File: config.mk
export PLATFORM = sky130hd
export DESIGN_NAME = key_press_detector
export DESIGN_NICKNAME = d
export VERILOG_FILES = /design/src/rtl/key_press_detector_pkg.sv /design/src/rtl/key_press_detector_region_map.sv /design/src/rtl/key_press_detector.sv
export SDC_FILE = /design/constraint.sdc
export NUM_CORES = 1
export LEC_CHECK = 0
export ABC_AREA = 1
export ABC_CLOCK_PERIOD_IN_PS = 3500
export BUFFER_PORTS_ARGS = -buffer_cell sky130_fd_sc_hd__buf_2
export CAP_MARGIN = 0
export CORE_MARGIN = 10
export CORE_UTILIZATION = 50
export CTS_BUF_LIST = sky130_fd_sc_hd__clkbuf_4 sky130_fd_sc_hd__clkbuf_8
export CTS_CLUSTER_SIZE = 25
export DETAILED_ROUTE_END_ITERATION = 8
export PLACE_DENSITY = 0.68
export SETUP_SLACK_MARGIN = 0.05
export SLEW_MARGIN = 20
export SYNTH_ARGS = -nofsm -noshare
export SYNTH_HDL_FRONTEND = slang
export SYNTH_HIERARCHICAL = 1
export SYNTH_SLANG_ARGS = --single-unit
File: constraint.sdc
create_clock -name clock -period 3.5 [get_ports clock]
set_clock_uncertainty 0.15 [all_clocks]
set_input_delay 0.175 -clock clock [delete_from_list [all_inputs] [get_ports clock]]
set_output_delay 0.175 -clock clock [all_outputs]
set_load 0.03 [all_outputs]
File: src/rtl/key_press_detector_pkg.sv
// key_press_detector_pkg: shared key-index encoding, FSM states and renderer geometry defaults
package key_press_detector_pkg;
    localparam int KEY_IDX_W = 4;
    localparam logic [KEY_IDX_W-1:0] KEY_NONE = 4'hF;
    localparam int DEF_NUM_KEYS = 8;
    localparam int DEF_KEYS_X = 0;
    localparam int DEF_KEYS_Y = 0;
    localparam int DEF_WHITE_KEY_WIDTH = 90;
    localparam int DEF_KEY_HEIGHT = 64;

    typedef enum logic [1:0] {ACCUM, DRAIN, EVAL, COMMIT} state_t;

    function automatic logic [15:0] sat_inc(input logic [15:0] v);
        return v == 16'hFFFF ? v : v + 16'd1;
    endfunction
endpackage

File: src/rtl/key_press_detector_region_map.sv
// key_region_map: maps a pixel coordinate onto the white-key row (combinational)
module key_region_map import key_press_detector_pkg::*; #(
    parameter int NUM_KEYS = DEF_NUM_KEYS,
    parameter int KEYS_X = DEF_KEYS_X,
    parameter int KEYS_Y = DEF_KEYS_Y,
    parameter int WHITE_KEY_WIDTH = DEF_WHITE_KEY_WIDTH,
    parameter int KEY_HEIGHT = DEF_KEY_HEIGHT
) (
    input  logic [10:0]          hcount,
    input  logic [9:0]           vcount,
    output logic                 in_region,
    output logic [KEY_IDX_W-1:0] key
);
    logic [11:0] h;
    logic [11:0] v;

    assign h = {1'b0, hcount};
    assign v = {2'b0, vcount};

    always_comb begin
        key = KEY_NONE;
        for (int k = 0; k < NUM_KEYS; k++)
            if (h >= 12'(KEYS_X + k * WHITE_KEY_WIDTH) && h < 12'(KEYS_X + (k + 1) * WHITE_KEY_WIDTH))
                key = KEY_IDX_W'(k);
        in_region = key != KEY_NONE && v >= 12'(KEYS_Y) && v < 12'(KEYS_Y + KEY_HEIGHT);
    end
endmodule

File: src/rtl/key_press_detector.sv
// key_press_detector: per-frame key hit counting, strongest-key selection and note on/off pulses.
// Define KEY_DETECT_DEBOUNCE_EN to require DEBOUNCE_FRAMES identical frame results before committing.
module key_press_detector import key_press_detector_pkg::*; #(
    parameter int NUM_KEYS = DEF_NUM_KEYS,
    parameter int KEYS_X = DEF_KEYS_X,
    parameter int KEYS_Y = DEF_KEYS_Y,
    parameter int WHITE_KEY_WIDTH = DEF_WHITE_KEY_WIDTH,
    parameter int KEY_HEIGHT = DEF_KEY_HEIGHT,
    parameter int HIT_THRESH = 32
`ifdef KEY_DETECT_DEBOUNCE_EN
    , parameter int DEBOUNCE_FRAMES = 3
`endif
) (
    input  logic                 clock,
    input  logic                 reset_n,
    input  logic [10:0]          hcount,
    input  logic [9:0]           vcount,
    input  logic                 pixel_valid,
    input  logic                 hit,
    input  logic                 frame_done,
    output logic [KEY_IDX_W-1:0] key_index,
    output logic                 key_valid,
    output logic                 key_on,
    output logic                 key_off,
    output logic                 overrun
);
    localparam logic [15:0] THRESH = 16'(HIT_THRESH);

    state_t                 state;
    logic                   in_region;
    logic [KEY_IDX_W-1:0]   map_key;
    logic                   s1_valid;
    logic [KEY_IDX_W-1:0]   s1_key;
    logic [15:0]            cnt [16];
    logic                   drain;
    logic [KEY_IDX_W-1:0]   idx;
    logic [KEY_IDX_W-1:0]   best_key;
    logic [15:0]            best_cnt;
    logic [KEY_IDX_W-1:0]   cur;
    logic                   change;

    key_region_map #(
        .NUM_KEYS(NUM_KEYS), .KEYS_X(KEYS_X), .KEYS_Y(KEYS_Y),
        .WHITE_KEY_WIDTH(WHITE_KEY_WIDTH), .KEY_HEIGHT(KEY_HEIGHT)
    ) u_map (
        .hcount(hcount), .vcount(vcount), .in_region(in_region), .key(map_key)
    );

    assign cur = key_valid ? key_index : KEY_NONE;

`ifdef KEY_DETECT_DEBOUNCE_EN
    logic [KEY_IDX_W-1:0] prev_cand;
    logic [7:0]           stable;
    logic [7:0]           stable_nxt;

    assign stable_nxt = best_key == prev_cand ? (stable == 8'hFF ? stable : stable + 8'd1) : 8'd1;
    assign change = 32'(stable_nxt) >= DEBOUNCE_FRAMES && best_key != cur;

    always_ff @(posedge clock or negedge reset_n)
        if (!reset_n) begin
            prev_cand <= KEY_NONE;
            stable <= '0;
        end else if (state == COMMIT) begin
            prev_cand <= best_key;
            stable <= stable_nxt;
        end
`else
    assign change = best_key != cur;
`endif

    // Only ACCUM pixels enter the pipeline, so stage 2 never collides with the EVAL clear.
    always_ff @(posedge clock or negedge reset_n)
        if (!reset_n) begin
            s1_valid <= 1'b0;
            s1_key <= '0;
            for (int k = 0; k < 16; k++) cnt[k] <= '0;
        end else begin
            s1_valid <= state == ACCUM && pixel_valid && hit && in_region;
            s1_key <= map_key;
            if (s1_valid) cnt[s1_key] <= sat_inc(cnt[s1_key]);
            if (state == EVAL) cnt[idx] <= '0;
        end

    always_ff @(posedge clock or negedge reset_n)
        if (!reset_n) begin
            state <= ACCUM;
            drain <= 1'b0;
            idx <= '0;
            best_key <= KEY_NONE;
            best_cnt <= '0;
            key_index <= '0;
            key_valid <= 1'b0;
            key_on <= 1'b0;
            key_off <= 1'b0;
            overrun <= 1'b0;
        end else begin
            key_on <= 1'b0;
            key_off <= 1'b0;
            overrun <= frame_done && state != ACCUM;
            case (state)
                ACCUM: begin
                    drain <= 1'b0;
                    if (frame_done) state <= DRAIN;
                end
                DRAIN: begin
                    drain <= 1'b1;
                    idx <= '0;
                    best_key <= KEY_NONE;
                    best_cnt <= '0;
                    if (drain) state <= EVAL;
                end
                EVAL: begin
                    if (cnt[idx] >= THRESH && (best_key == KEY_NONE || cnt[idx] > best_cnt)) begin
                        best_key <= idx;
                        best_cnt <= cnt[idx];
                    end
                    idx <= idx + 1'b1;
                    if (idx == KEY_IDX_W'(NUM_KEYS - 1)) state <= COMMIT;
                end
                COMMIT: begin
                    state <= ACCUM;
                    if (change) begin
                        key_off <= key_valid;
                        key_valid <= best_key != KEY_NONE;
                        if (best_key != KEY_NONE) begin
                            key_index <= best_key;
                            key_on <= 1'b1;
                        end
                    end
                end
                default: state <= ACCUM;
            endcase
        end
endmodule

==> flow_summary_export.csv, run 1 <==
group,metric,value,unit
floorplan,design.core.area,37500,µm²
timing,worst_pin_slew,710,ps
power_and_ir_drop,peakVddDrop,0.323,mV
synth,synthCells,2877,
detailed_routing,firstDrtPassIters,6,
detailed_routing,routed_wirelength,68400,µm
synth,synth_seq_cells,296,
synth,synth_area_leaders,"dfrtp_1 (39%), nand2_1 (16%), o21ai_0 (10%)",
global_routing,grt_overflow,0,
placed_design,dp_hpwl,45800,µm
synth,netlist_area,18900,µm²
synth,syn_avg_cell_area,6.59,µm²
global_routing,grt_usage,0.284,
layout,drive_above_1_share,0.129,
floorplan,num_io_pins,34,
timing,min_period_over_period,0.982,
timing,setup-violations-final,0,
clocking,clk_latency,660,ps
layout,areaGrowthSynthToFinish,16.9,%
floorplan,die_area,46100,µm²
timing,hold_violations,0,
synth,synth_enable_flop_cells,0,
min_path,hp-start,"frame_done",
clocking,cts_tree,"yes",
job,cap_violations,0,
synth,synth_ff_type,"dfrtp_1",
timing,slew_viol_final,0,
timing,slew_headroom,0.527,
synth,synth_top_cell_by_area,"dfrtp_1",
layout,antenna_cells,0,
layout,fin_nets,3032,
timing,rsz0062_at_grt,"true",
placed_design,place.gp.congestion,0.966,
detailed_routing,drc,0,
power_and_ir_drop,power.total,11.5,mW
clocking,clk_pin_slew_worst_paths,60,ps
floorplan,fp.dieW,215,µm
worst_setup_path,critPathLaunchType,"flip-flop",
synth,yosysUniqueCellTypes,44,
clocking,cts_buffer_depth,3,
clocking,clock_sinks,296,
worst_setup_path,cp_max_fo,31,
status,outcome,"finished, final reports clean",
worst_setup_path,r2r_setup_slack,60,ps
layout,fillers,3661,
placed_design,port_buffers,26,
worst_setup_path,r2r_start,"idx[0]$_DFFE_PN0P_",
synth,yosysMostFrequentCell,"nand2_1",
synth,syn_nets,2928,
min_path,min_delay_worst_endpoint,"overrun$_DFF_PN0_",
detailed_routing,ant_nets,0,
worst_setup_path,worstSetupPathType,"flip-flop to flip-flop",
synth,synth_common_cells,"nand2_1 (802), o21ai_0 (386), inv_1 (367)",
synth,seq_area_frac_synth,0.391,
worst_setup_path,crit_path_end_kind,"flip-flop",
global_routing,grt_pass1_wl,105000,µm
detailed_routing,drt-initial-drc-count,2116,
placed_design,place_area,20300,µm²
synth,yosysWarnings,6,
detailed_routing,dr_total_vias,20000,
layout,design_area,22100,µm²
worst_setup_path,rr_worst_depth,18,
floorplan,start_util,0.505,
clocking,cts_buffers,54,
global_routing,antenna_found_initial,1,
timing,max_freq,0.291,GHz
worst_setup_path,worstReg2RegEnd,"best_cnt[0]$_DFFE_PN0P_",
global_routing,grt_max_degree,109,
global_routing,grt_pass1_vias,18900,
worst_setup_path,worstPathRequired,3890,ps
min_path,hold_class,"primary input to flip-flop",
power_and_ir_drop,power_density,520,nW/µm²
timing,min_period,3440,ps
detailed_routing,viasPerCell,5.68,
clocking,clockRootBuffer,"clkbuf_8",
floorplan,die_h,215,µm
detailed_routing,wl_per_cell,19.4,µm
synth,async_reset_ff_frac,1.00,
floorplan,rows,71,
min_path,holdPathStages,4,
synth,synth_top_area_share,0.386,
power_and_ir_drop,leakage,11.6,nW
clocking,htree_levels,2,
worst_setup_path,crit_arrival,3830,ps
-- area by class of cell --
cell class                 count  area [µm²]  area share
multi-input combinational   2049        9620       0.434
tap                          511         639      0.0289
timing repair buffer         202        1920      0.0868
inverter                     377        1440      0.0651
sequential                   296        7420       0.335
clock buffer                  83        1060      0.0479
timing repair inverter         1        11.3    0.000509
clock inverter                 6        32.5     0.00147
-- worst max-delay path: stages (launching register included) --
cell and delay [ps]:
dfrtp_2 500, buf_12 170, clkbuf_16 200, o21ai_0 230, a21oi_1 150, or4_1 560, ha_1 300, nand2_1 60
o21ai_1 130, nand2_1 70, nand3_1 70, nand2_1 50, nand2_1 60, nand2_1 60, a21oi_2 180, nand2_4 130
buf_6 140, nand3_1 50, o21ai_1 70
-- how the worst max path moves through the flow --
stage / startpoint / endpoint / depth (start not counted)
CTS: idx[0]$_DFFE_PN0P_ / best_cnt[8]$_DFFE_PN0P_ / 21
global placement: idx[0]$_DFFE_PN0P_ / best_cnt[2]$_DFFE_PN0P_ / 19
finish: idx[0]$_DFFE_PN0P_ / best_cnt[0]$_DFFE_PN0P_ / 18
global route: idx[0]$_DFFE_PN0P_ / best_cnt[0]$_DFFE_PN0P_ / 21
floorplan: idx[0]$_DFFE_PN0P_ / best_cnt[10]$_DFFE_PN0P_ / 23
detailed placement: idx[0]$_DFFE_PN0P_ / best_cnt[1]$_DFFE_PN0P_ / 19
-- stage by stage --
step	setup slack (ps)	TNS, ps	instances	hold WS [ps]	utilization
final	61.7	0	3525	154	0.591
after global routing	-89.3	-1200	3525	188	0.591
after global placement	-23.9	-195	3398	-0.403	0.541
after CTS	65.1	0	3513	115	0.578
after floorplan	68.9	0	2877	-271	-
after detailed placement	-72.4	-666	3398	0.184	0.541
-- metal layers --
| metal | global-route usage | vias up | share of wire |
|---|---|---|---|
| met5 | 0 | - | 0 |
| met4 | 0.155 | 0 | 0.052 |
| met3 | 0.0518 | 196 | 0.096 |
| met2 | 0.448 | 1043 | 0.46 |
| met1 | 0.363 | 9451 | 0.39 |
| li1 | - | 9333 | - |
-- cell usage in the layout (no fill, tap or decap), drive strengths merged, types with 2 or more instances in the layout --
cell type | netlist | final
nor3 | 8 | 8
dfstp | 4 | 4
nand4 | 25 | 25
o21bai | 3 | 3
clkinv | 3 | 8
dlygate4sd3 | 0 | 25
nand3 | 95 | 95
xor2 | 10 | 10
or2 | 2 | 2
xnor2 | 2 | 2
or4 | 3 | 3
inv | 374 | 374
o21ai | 418 | 418
clkbuf | 70 | 85
o22ai | 11 | 11
clkinvlp | 0 | 2
nor2 | 346 | 346
nor4 | 4 | 4
a21oi | 277 | 277
nand3b | 3 | 3
nand2 | 811 | 811
buf | 85 | 175
dfrtp | 292 | 292
ha | 25 | 25
-- logic make-up after synthesis --
| logic type | count (synthesis) | synth area share |
|---|---|---|
| buf+inv | 532 | 0.115 |
| fa+ha+maj | 25 | 0.0165 |
| flops | 296 | 0.391 |
| xor+xnor | 12 | 0.00674 |
| compound gates | 714 | 0.195 |
| simple gates | 1298 | 0.276 |
-- sequential cells by signal (all words and copies together) (netlist names), 2 cells and up --
signal	flops
best_cnt	16
cnt	256
s1_key	4
best_key	4
key_index	4
idx	4
state	2
-- where the power goes --
part	internal [mW]	leakage, nW	switching (mW)	total [mW]
clock network	1.90	0.583	1.54	3.45
registers	3.68	4.08	0.134	3.81
logic	1.54	6.98	2.72	4.26
total	7.12	11.6	4.40	11.5
-- what timing repair did --
item / 4_1_cts / 5_1_grt
setup buffers: 0 / 9
setup endpoints to repair: 20 / 120
resized for setup: 6 / 119
hold buffers: 26 / 0
pin swaps: 0 / 23
cloned: 0 / 4
hold endpoints to repair: 303 / 0
Note: power is estimated with default switching activity, not from simulation.
==> run 2: changes to the inputs <==
--- a/config.mk
+++ b/config.mk
@@ -9,12 +9,14 @@
 export ABC_CLOCK_PERIOD_IN_PS = 3500
 export BUFFER_PORTS_ARGS = -buffer_cell sky130_fd_sc_hd__buf_2
 export CAP_MARGIN = 0
+export CELL_PAD_IN_SITES_DETAIL_PLACEMENT = 1
+export CELL_PAD_IN_SITES_GLOBAL_PLACEMENT = 1
 export CORE_MARGIN = 10
-export CORE_UTILIZATION = 50
+export CORE_UTILIZATION = 43
 export CTS_BUF_LIST = sky130_fd_sc_hd__clkbuf_4 sky130_fd_sc_hd__clkbuf_8
 export CTS_CLUSTER_SIZE = 25
 export DETAILED_ROUTE_END_ITERATION = 8
-export PLACE_DENSITY = 0.68
+export PLACE_DENSITY_LB_ADDON = 0.1
 export SETUP_SLACK_MARGIN = 0.05
 export SLEW_MARGIN = 20
 export SYNTH_ARGS = -nofsm -noshare
==> run 2 against run 1 <==
The flow now finishes with violations (setup timing); critical path type unchanged; design area increased by 2.7%; clock-buffer cell count increased by 5; global-route usage increased by 3.0 points; maximum frequency decreased by 4.6%; largest power group unchanged; die area increased by 15%; non-clock buffer count increased by 37; sequential share of layout area decreased by 0.87 points; critical path depth increased by 4; flip-flop and latch count unchanged; core utilization decreased by 6.6 points.
==> flow_summary_export.csv, run 2 (synthesized netlist as in run 1, its figures left out) <==
group,metric,value,unit
worst_setup_path,rr_worst_depth,22,
worst_setup_path,worstSetupPathType,"flip-flop to flip-flop",
timing,rsz0062_at_grt,"true",
timing,hold_violations,0,
placed_design,dp_cells,3504,
worst_setup_path,worstReg2RegEnd,"best_cnt[5]$_DFFE_PN0P_",
job,cap_violations,0,
layout,layoutNonFillerInstCount,3646,
layout,top_register,"cnt",
timing,setup_tns,-1610,ps
clocking,clock_sinks,296,
timing,worst_slack,-104,ps
timing,worst_pin_slew,788,ps
clocking,clk_pin_slew_worst_paths,60,ps
detailed_routing,drt-initial-drc-count,1767,
layout,fin_nets,3073,
detailed_routing,drc,0,
placed_design,place_ws,-252,ps
worst_setup_path,cp_max_fo,15,
timing,min_period_over_period,1.03,
timing,holdWs,82.0,ps
floorplan,die_h,230,µm
layout,fillers,5696,
power_and_ir_drop,power_density,540,nW/µm²
power_and_ir_drop,leakage,12.0,nW
layout,final_common_cell,"nand2_1",
clocking,htree_levels,2,
timing,slew_viol_final,0,
worst_setup_path,slowest_stage,"dfrtp_4",
min_path,holdPathStages,4,
global_routing,grt_overflow,0,
global_routing,antenna_found_initial,2,
min_path,hold_class,"primary input to flip-flop",
detailed_routing,firstDrtPassIters,5,
status,outcome,"finished with violations",
timing,slew_headroom,0.474,
worst_setup_path,critical_path.cell_chain,"inv_12 > buf_16 > buf_4 > nor2_1 > o22ai_1 > nand2_1 > nand2_2 > nor2_4 > buf_4 > inv_1 > ha_1 > buf_4 > a21oi_1 > o21ai_1 > a21oi_1 > nand2_1 > nand2_1 > a21oi_2 > nand2_4 > clkinv_8 > nand2_2 > o21ai_2",
layout,final_cell_mix,"nand2_1 (793), o21ai_0 (364), inv_1 (364)",
timing,min_period,3600,ps
worst_setup_path,crit_arrival,4040,ps
worst_setup_path,critPathLaunchType,"flip-flop",
placed_design,place.gp.congestion,0.923,
floorplan,rows,76,
worst_setup_path,r2r_start,"idx[0]$_DFFE_PN0P_",
floorplan,num_io_pins,34,
layout,reg_top3,"cnt x256, best_cnt x16",
layout,drive_above_1_share,0.138,
detailed_routing,ant_nets,0,
worst_setup_path,crit_buf_inv,7,
global_routing,grt_usage,0.314,
layout,areaGrowthSynthToFinish,20.0,%
power_and_ir_drop,peakVddDrop,0.337,mV
worst_setup_path,r2r_setup_slack,-100,ps
clocking,cts_buffers,56,
floorplan,design.core.area,43400,µm²
layout,largest_reg_flops,256,
clocking,clk_latency,720,ps
floorplan,start_util,0.437,
timing,setup-violations-final,20,
clocking,cts_buffer_depth,3,
detailed_routing,routed_wirelength,84500,µm
timing,max_freq,0.277,GHz
clocking,clockRootBuffer,"clkbuf_8",
worst_setup_path,critPathMaxStageDelay,570,ps
detailed_routing,wl_per_cell,23.2,µm
placed_design,dp_hpwl,57200,µm
floorplan,die_area,52900,µm²
placed_design,port_buffers,26,
worst_setup_path,path_delay_family,"buffers and inverters",
status,violations,"setup timing",
global_routing,grt_pass1_wl,129000,µm
detailed_routing,dr_total_vias,20900,
detailed_routing,viasPerCell,5.73,
clocking,cts_tree,"yes",
floorplan,fp.dieW,230,µm
global_routing,grt_max_degree,72,
global_routing,grt_pass1_vias,21600,
worst_setup_path,path_depth,22,
layout,antenna_cells,0,
min_path,hp-start,"frame_done",
min_path,min_delay_worst_endpoint,"overrun$_DFF_PN0_",
worst_setup_path,worstPathRequired,3940,ps
worst_setup_path,crit_path_end_kind,"flip-flop",
==> run 2: how the worst max path moves through the flow <==
stage                       start                       end  slack [ps]
2_1_floorplan  idx[0]$_DFFE_PN0P_  best_cnt[10]$_DFFE_PN0P_          70
3_3_place_gp   idx[0]$_DFFE_PN0P_   best_cnt[2]$_DFFE_PN0P_        -110
3_5_place_dp   idx[0]$_DFFE_PN0P_   best_cnt[5]$_DFFE_PN0P_        -250
4_1_cts        idx[0]$_DFFE_PN0P_   best_key[2]$_DFFE_PN1P_          20
5_1_grt        idx[1]$_DFFE_PN0P_   best_key[3]$_DFFE_PN1P_        -240
6_report       idx[0]$_DFFE_PN0P_   best_cnt[5]$_DFFE_PN0P_        -100
==> run 2: report_power, final <==
part           switching (mW)  total [mW]  internal, mW
Combinational            2.94        4.53          1.59
Sequential              0.154        3.84          3.68
Clock                    1.67        3.90          2.23
Total                    4.77        12.3          7.50
==> run 2: area by class of cell <==
cell class | count | area, µm² | share of cell area
sequential | 296 | 7420 | 0.326
inverter | 377 | 1440 | 0.0635
timing repair inverter | 2 | 25.0 | 0.00110
timing repair buffer | 239 | 2330 | 0.102
multi-input combinational | 2050 | 9550 | 0.420
clock buffer | 88 | 1120 | 0.0491
tap | 585 | 732 | 0.0322
clock inverter | 9 | 124 | 0.00545
==> run 2: metal layers <==
metal  part of all wire  wire (µm)  GRT usage
met5                  0          0          0
met2               0.45      38100      0.494
met3              0.069       5800     0.0469
met1               0.42      35400      0.401
met4              0.061       5150      0.188
==> run 2: tightest hold or removal path: stages <==
cell,delay (ps)
dlygate4sd3_1,520
buf_2,90
inv_1,40
nor2_1,70
==> run 2: what timing repair did <==
item,4_1_cts,5_1_grt
buffers inserted,4,8
endpoints found under the setup margin,20,194
cloned,5,2
endpoints found under the hold margin,155,0
pin swaps,3,17
resized for setup,34,42
hold buffers,26,0
==> run 2: through the flow <==
step,utilization,power (mW),cell area [µm²]
3_5_place_dp,0.479,7.78,20700
2_1_floorplan,-,6.11,19000
6_report,0.524,12.3,22700
5_1_grt,0.524,12.8,22700
4_1_cts,0.519,12.0,22500
3_3_place_gp,0.479,7.61,20700
